==> src/rtl/multi_cycle_control.sv <==
// Multi-cycle MIPS-subset control unit.
// Sequences IF/ID/EXE/MEM/WB and issues datapath strobes.
module multi_cycle_control (
    input  logic       CLK,
    input  logic       Reset,
    input  logic [5:0] opcode,
    input  logic       zero,
    output logic [2:0] ALUOp,
    output logic       ALUSrcB,
    output logic       ExtSel,
    output logic       RegDst,
    output logic       RegWre,
    output logic       ALUM2Reg,
    output logic       DataMemRW,
    output logic       IRWre,
    output logic       PCWre,
    output logic [1:0] PCSrc,
    output logic [2:0] state
);

    typedef enum logic [2:0] {
        S_IF     = 3'b000,
        S_ID     = 3'b001,
        S_EXE_LS = 3'b010,
        S_MEM    = 3'b011,
        S_WB_LD  = 3'b100,
        S_EXE_BR = 3'b101,
        S_EXE_AL = 3'b110,
        S_WB_AL  = 3'b111
    } state_t;

    state_t r_state;
    state_t w_next;
    logic   r_halted;
    logic   w_halted_next;

    logic w_add, w_sub, w_addi, w_or, w_and, w_ori;
    logic w_sw, w_lw, w_beq, w_j, w_halt;
    logic w_is_al, w_is_imm, w_is_ls;
    logic [2:0] w_al_op;

    assign w_add  = (opcode == 6'b000000);
    assign w_sub  = (opcode == 6'b000001);
    assign w_addi = (opcode == 6'b000010);
    assign w_or   = (opcode == 6'b010000);
    assign w_and  = (opcode == 6'b010001);
    assign w_ori  = (opcode == 6'b010010);
    assign w_sw   = (opcode == 6'b110000);
    assign w_lw   = (opcode == 6'b110001);
    assign w_beq  = (opcode == 6'b110100);
    assign w_j    = (opcode == 6'b111000);
    assign w_halt = (opcode == 6'b111111);

    assign w_is_imm = w_addi | w_ori;
    assign w_is_al  = w_add | w_sub | w_or | w_and | w_is_imm;
    assign w_is_ls  = w_sw | w_lw;

    assign w_al_op = w_sub            ? 3'b001 :
                     (w_or | w_ori)   ? 3'b011 :
                     w_and            ? 3'b100 : 3'b000;

    always_ff @(posedge CLK or negedge Reset) begin
        if (!Reset) begin
            r_state  <= S_IF;
            r_halted <= 1'b0;
        end else begin
            r_state  <= w_next;
            r_halted <= w_halted_next;
        end
    end

    always_comb begin
        w_next        = r_state;
        w_halted_next = r_halted;
        if (!r_halted) begin
            unique case (r_state)
                S_IF: w_next = S_ID;
                S_ID: begin
                    unique case (1'b1)
                        w_halt: begin
                            w_halted_next = 1'b1;
                            w_next        = S_IF;
                        end
                        w_beq:   w_next = S_EXE_BR;
                        w_is_ls: w_next = S_EXE_LS;
                        w_is_al: w_next = S_EXE_AL;
                        default: w_next = S_IF;
                    endcase
                end
                S_EXE_AL: w_next = S_WB_AL;
                S_WB_AL:  w_next = S_IF;
                S_EXE_BR: w_next = S_IF;
                S_EXE_LS: w_next = S_MEM;
                S_MEM:    w_next = w_lw ? S_WB_LD : S_IF;
                S_WB_LD:  w_next = S_IF;
                default:  w_next = S_IF;
            endcase
        end
    end

    // Strobes are gated by Reset so they drop without waiting for an edge.
    always_comb begin
        ALUOp     = 3'b000;
        ALUSrcB   = 1'b0;
        ExtSel    = 1'b0;
        RegDst    = 1'b0;
        RegWre    = 1'b0;
        ALUM2Reg  = 1'b0;
        DataMemRW = 1'b0;
        IRWre     = 1'b0;
        PCWre     = 1'b0;
        PCSrc     = 2'b00;
        if (Reset && !r_halted) begin
            unique case (r_state)
                S_IF: IRWre = 1'b1;
                S_ID: begin
                    if (w_j) begin
                        PCWre = 1'b1;
                        PCSrc = 2'b10;
                    end else if (!(w_halt | w_beq | w_is_ls | w_is_al)) begin
                        PCWre = 1'b1;
                    end
                end
                S_EXE_AL: begin
                    ALUOp   = w_al_op;
                    ALUSrcB = w_is_imm;
                    ExtSel  = w_addi;
                end
                S_WB_AL: begin
                    ALUOp   = w_al_op;
                    ALUSrcB = w_is_imm;
                    ExtSel  = w_addi;
                    RegWre  = 1'b1;
                    RegDst  = !w_is_imm;
                    PCWre   = 1'b1;
                end
                S_EXE_BR: begin
                    ALUOp  = 3'b001;
                    ExtSel = 1'b1;
                    PCWre  = 1'b1;
                    PCSrc  = zero ? 2'b01 : 2'b00;
                end
                S_EXE_LS: begin
                    ALUSrcB = 1'b1;
                    ExtSel  = 1'b1;
                end
                S_MEM: begin
                    ALUSrcB   = 1'b1;
                    ExtSel    = 1'b1;
                    DataMemRW = w_sw;
                    PCWre     = w_sw;
                end
                S_WB_LD: begin
                    RegWre   = 1'b1;
                    ALUM2Reg = 1'b1;
                    PCWre    = 1'b1;
                end
                default: IRWre = 1'b0;
            endcase
        end
    end

    assign state = r_state;

endmodule

==> config.mk <==
export PLATFORM = sky130hd
export DESIGN_NAME = multi_cycle_control
export DESIGN_NICKNAME = d
export VERILOG_FILES = /design/src/rtl/multi_cycle_control.sv
export SDC_FILE = /design/constraint.sdc
export NUM_CORES = 1
export LEC_CHECK = 0
export BUFFER_PORTS_ARGS = -buffer_cell sky130_fd_sc_hd__buf_2
export CAP_MARGIN = 20
export CORE_MARGIN = 2
export CORE_UTILIZATION = 30
export CTS_BUF_LIST = sky130_fd_sc_hd__clkbuf_8
export CTS_CLUSTER_SIZE = 24
export DETAILED_ROUTE_END_ITERATION = 8
export PLACE_DENSITY = 0.67
export SLEW_MARGIN = 25
export SYNTH_ARGS = -nofsm -noshare
export SYNTH_HDL_FRONTEND = slang
export SYNTH_SLANG_ARGS = --single-unit
==> constraint.sdc <==
create_clock -name CLK -period 2.2 [get_ports CLK]
set_clock_uncertainty 0.05 [all_clocks]
set_input_delay 0.11 -clock CLK [delete_from_list [all_inputs] [get_ports CLK]]
set_output_delay 0.11 -clock CLK [all_outputs]
set_load 0.05 [all_outputs]
==> results.py <==
metrics = {
    "worst_setup_path": {
        "crit_path_frequent_cell": "buf_2",
        "crit_arrival_ns": 1.75,
        "crit_required_ns": 2.04,
        "worstPathCellList": "dlygate4sd3_1, buf_2, nor2b_1, nand2_1, nor4_1, buf_2",
        "r2r_cells": 2,
        "cp_slowest_stage_delay_ns": 0.52,
        "critPathKind": "in2out",
        "worstSetupEndpointType": "output pin",
        "critPathMaxFanout": 7,
        "ff2ff_setup_slack_ns": 0.84,
        "critical_path.slowest_cell": "dlygate4sd3_1",
        "r2r_end": "state[2]",
        "crit_path_start_kind": "input port",
        "crit_path_start": "Reset",
        "r2r_start": "state[2]",
        "crit_end": "ALUOp[2]",
    },
    "floorplanning": {
        "rows": 15,
        "chipHeight_microns": 46.0,
        "coreArea_sq_um": 1690,
        "initial_core_util": 0.313,
        "die_w_microns": 46.0,
        "dieArea_sq_um": 2110,
        "ioPinCount": 25,
    },
    "grt": {
        "grt_use_met3": 0.0516,
        "antenna_found_initial": 0,
        "grt_pass1_wl_microns": 2370,
        "use_met1": 0.219,
        "grt_pass1_vias": 563,
        "grtUsageMet2": 0.203,
        "grt-ovfl-total": 0,
        "gr-max-usage-layer": "met1",
        "grt_max_degree": 17,
        "grt_util_all_layers": 0.154,
    },
    "sta": {
        "holdWs_ns": 0.190,
        "relSlewSlack": 0.701,
        "maxSlewViolCount": 0,
        "fin_crit_sh": 0.870,
        "max_freq_ghz": 0.523,
        "setup_viol": 0,
        "hold_viol": 0,
        "setup_ws_ns": 0.286,
        "layout_min_cycle_time_ns": 1.91,
        "rsz0062_at_grt": "no",
        "worst_slew_pin_slew_ns": 0.448,
    },
    "final_layout": {
        "nets": 113,
        "diodes": 0,
        "nFillCells": 184,
        "layout-drive-gt1-share": 0.353,
        "fin_util": 0.415,
        "syn_to_final_growth_pct": 32.7,
    },
    "cts": {
        "cts_resized": 0,
        "clkSinkCount": 4,
        "cts_tree": "done",
        "cts_buffers": 3,
        "clock_latency_ns": 0.21,
        "post-cts-setup-buffers": 0,
        "cts_root_buf": "clkbuf_8",
        "clk_pin_slew_worst_paths_ns": 0.03,
        "cts.path.max_buffers": 2,
        "htree_levels": 1,
    },
    "detailed_routing": {
        "first_pass_iters": 4,
        "vias": 675,
        "remaining_drc_errors": 0,
        "initialDrtViolationCount": 16,
        "routed_wl_microns": 1480,
        "wl_per_cell_microns": 12.5,
        "avgViaCountPerCell": 5.67,
        "antenna_left": 0,
    },
    "placement": {
        "io_buffers": 24,
        "hpwl_microns": 1110,
        "place_ws_ns": 0.558,
        "routabilityCongestion": 0.835,
    },
    "pwr": {
        "power_density_nw_per_um2": 1010,
        "vdd_drop_max_uv": 481,
        "leakage_nw": 0.326,
    },
    "synthesis": {
        "yosys_warnings": 0,
        "synthDistinctLibCells": 32,
        "synth_flop_cell": "dfrtp_1",
        "yosysSeqAreaShare": 0.190,
        "synth-async-reset-ratio": 1.00,
        "synthesis.nets": 89,
        "syn_inst": 80,
        "synth.cell_area_sq_um": 528,
        "synth-edff-count": 0,
        "ys_ff_latch": 4,
        "syn_area_per_cell_sq_um": 6.60,
    },
    "outcome": {
        "outcome": "complete, no violations",
    },
    "min_path": {
        "worstHoldPathType": "in2async",
    },
    "job": {
        "cap_violations": 0,
    },
}
## flip-flops by register name, summed over array words and instances (netlist names)
register	flops
state	3
r_halted	1
## worst min-delay path by stage
stage / cells past startpoint / startpoint / slack (ns) / end
3_3_place_gp: 1 / Reset / -0.12 / r_halted
2_1_floorplan: 0 / Reset / -0.24 / r_halted
6_report: 2 / Reset / 0.19 / state[1]
4_1_cts: 2 / Reset / 0.19 / state[1]
5_1_grt: 2 / Reset / 0.19 / state[0]
3_5_place_dp: 1 / Reset / -0.12 / r_halted
## cell usage in the layout (no fill, tap or decap)
| cell type | synthesis | layout |
|---|---|---|
| dfrtp_1 | 4 | 4 |
| and4_1 | 1 | 1 |
| a211oi_1 | 1 | 1 |
| nor3_1 | 5 | 3 |
| nand3b_1 | 1 | 1 |
| nand2_1 | 12 | 12 |
| and3_1 | 4 | 4 |
| a211o_1 | 1 | 1 |
| a31o_1 | 1 | 1 |
| o21ai_0 | 2 | 2 |
| inv_1 | 1 | 1 |
| o41ai_1 | 1 | 1 |
| a21oi_2 | 1 | 1 |
| nor4_1 | 4 | 4 |
| o31ai_2 | 1 | 1 |
| nand3_1 | 1 | 1 |
| nor2_1 | 7 | 7 |
| nand4b_1 | 1 | 1 |
| nand2b_1 | 3 | 3 |
| nor2_2 | 2 | 2 |
| dlygate4sd3_1 | 0 | 1 |
| a22o_1 | 1 | 1 |
| a41o_1 | 1 | 1 |
| inv_2 | 2 | 2 |
| a21oi_1 | 5 | 5 |
| or3_1 | 1 | 1 |
| nor3b_1 | 1 | 1 |
| or4_1 | 1 | 1 |
| buf_2 | 6 | 24 |
| o21ai_1 | 4 | 4 |
| clkbuf_8 | 0 | 3 |
| nor3_2 | 1 | 3 |
| a31oi_1 | 1 | 1 |
| nor2b_1 | 2 | 2 |
## final cells by class
class	instances	area, sq um	area share
Multi-Input combinational cell	67	397	0.566
Sequential cell	4	100	0.143
Tap cell	17	21.3	0.0304
Clock buffer	3	41.3	0.0589
Timing Repair Buffer	25	130	0.186
Inverter	3	11.3	0.0161
## kinds of logic after synthesis
group	Yosys count	synth area share
compound gates	20	0.256
buf+inv	9	0.0782
flops	4	0.190
simple gates	47	0.476
## synth_stat cells, types with 2 or more instances
cell type  instances  area share
and3_1             4       0.047
nor2_1             7       0.050
o21ai_0            2       0.019
nor3_1             5       0.047
nor2_2             2       0.024
inv_2              2       0.014
a21oi_1            5       0.047
dfrtp_1            4        0.19
o21ai_1            4       0.038
nand2b_1           3       0.036
nor4_1             4       0.047
nor2b_1            2       0.024
nand2_1           12       0.085
buf_2              6       0.057
## timing repair
| item | in CTS | in global routing |
|---|---|---|
| endpoints found under the hold margin | 4 | 0 |
| hold buffers | 1 | 0 |
| setup endpoints to repair | 0 | 0 |
## metrics by stage
stage | power (mW) | instances | TNS [ns] | instance area, sq um
after floorplan | 0.471 | 80 | -1.83 | 538
after global placement | 0.553 | 115 | 0 | 649
after detailed placement | 0.554 | 115 | 0 | 649
after CTS | 0.710 | 119 | 0 | 701
after global routing | 0.763 | 119 | 0 | 701
final | 0.708 | 119 | 0 | 701
## metal layers
metal  vias to the layer above  part of all wire
met5                         -                 0
met1                       317              0.51
met3                         2             0.045
met4                         0            0.0094
met2                        19              0.44
li1                        337                 -
## worst max-delay path: cells and delay by family
| kind | cells | cell delay, ns |
|---|---|---|
| buffers and inverters | 3 | 0.98 |
| AND/OR/NAND/NOR | 3 | 0.66 |
## power by group
part	leakage, nW	internal, mW	total (mW)	switching [mW]
logic	0.252	0.112	0.389	0.278
clock network	0.0216	0.116	0.149	0.0332
registers	0.0519	0.0989	0.169	0.0705
No activity file was read; power rests on OpenSTA's default activity.
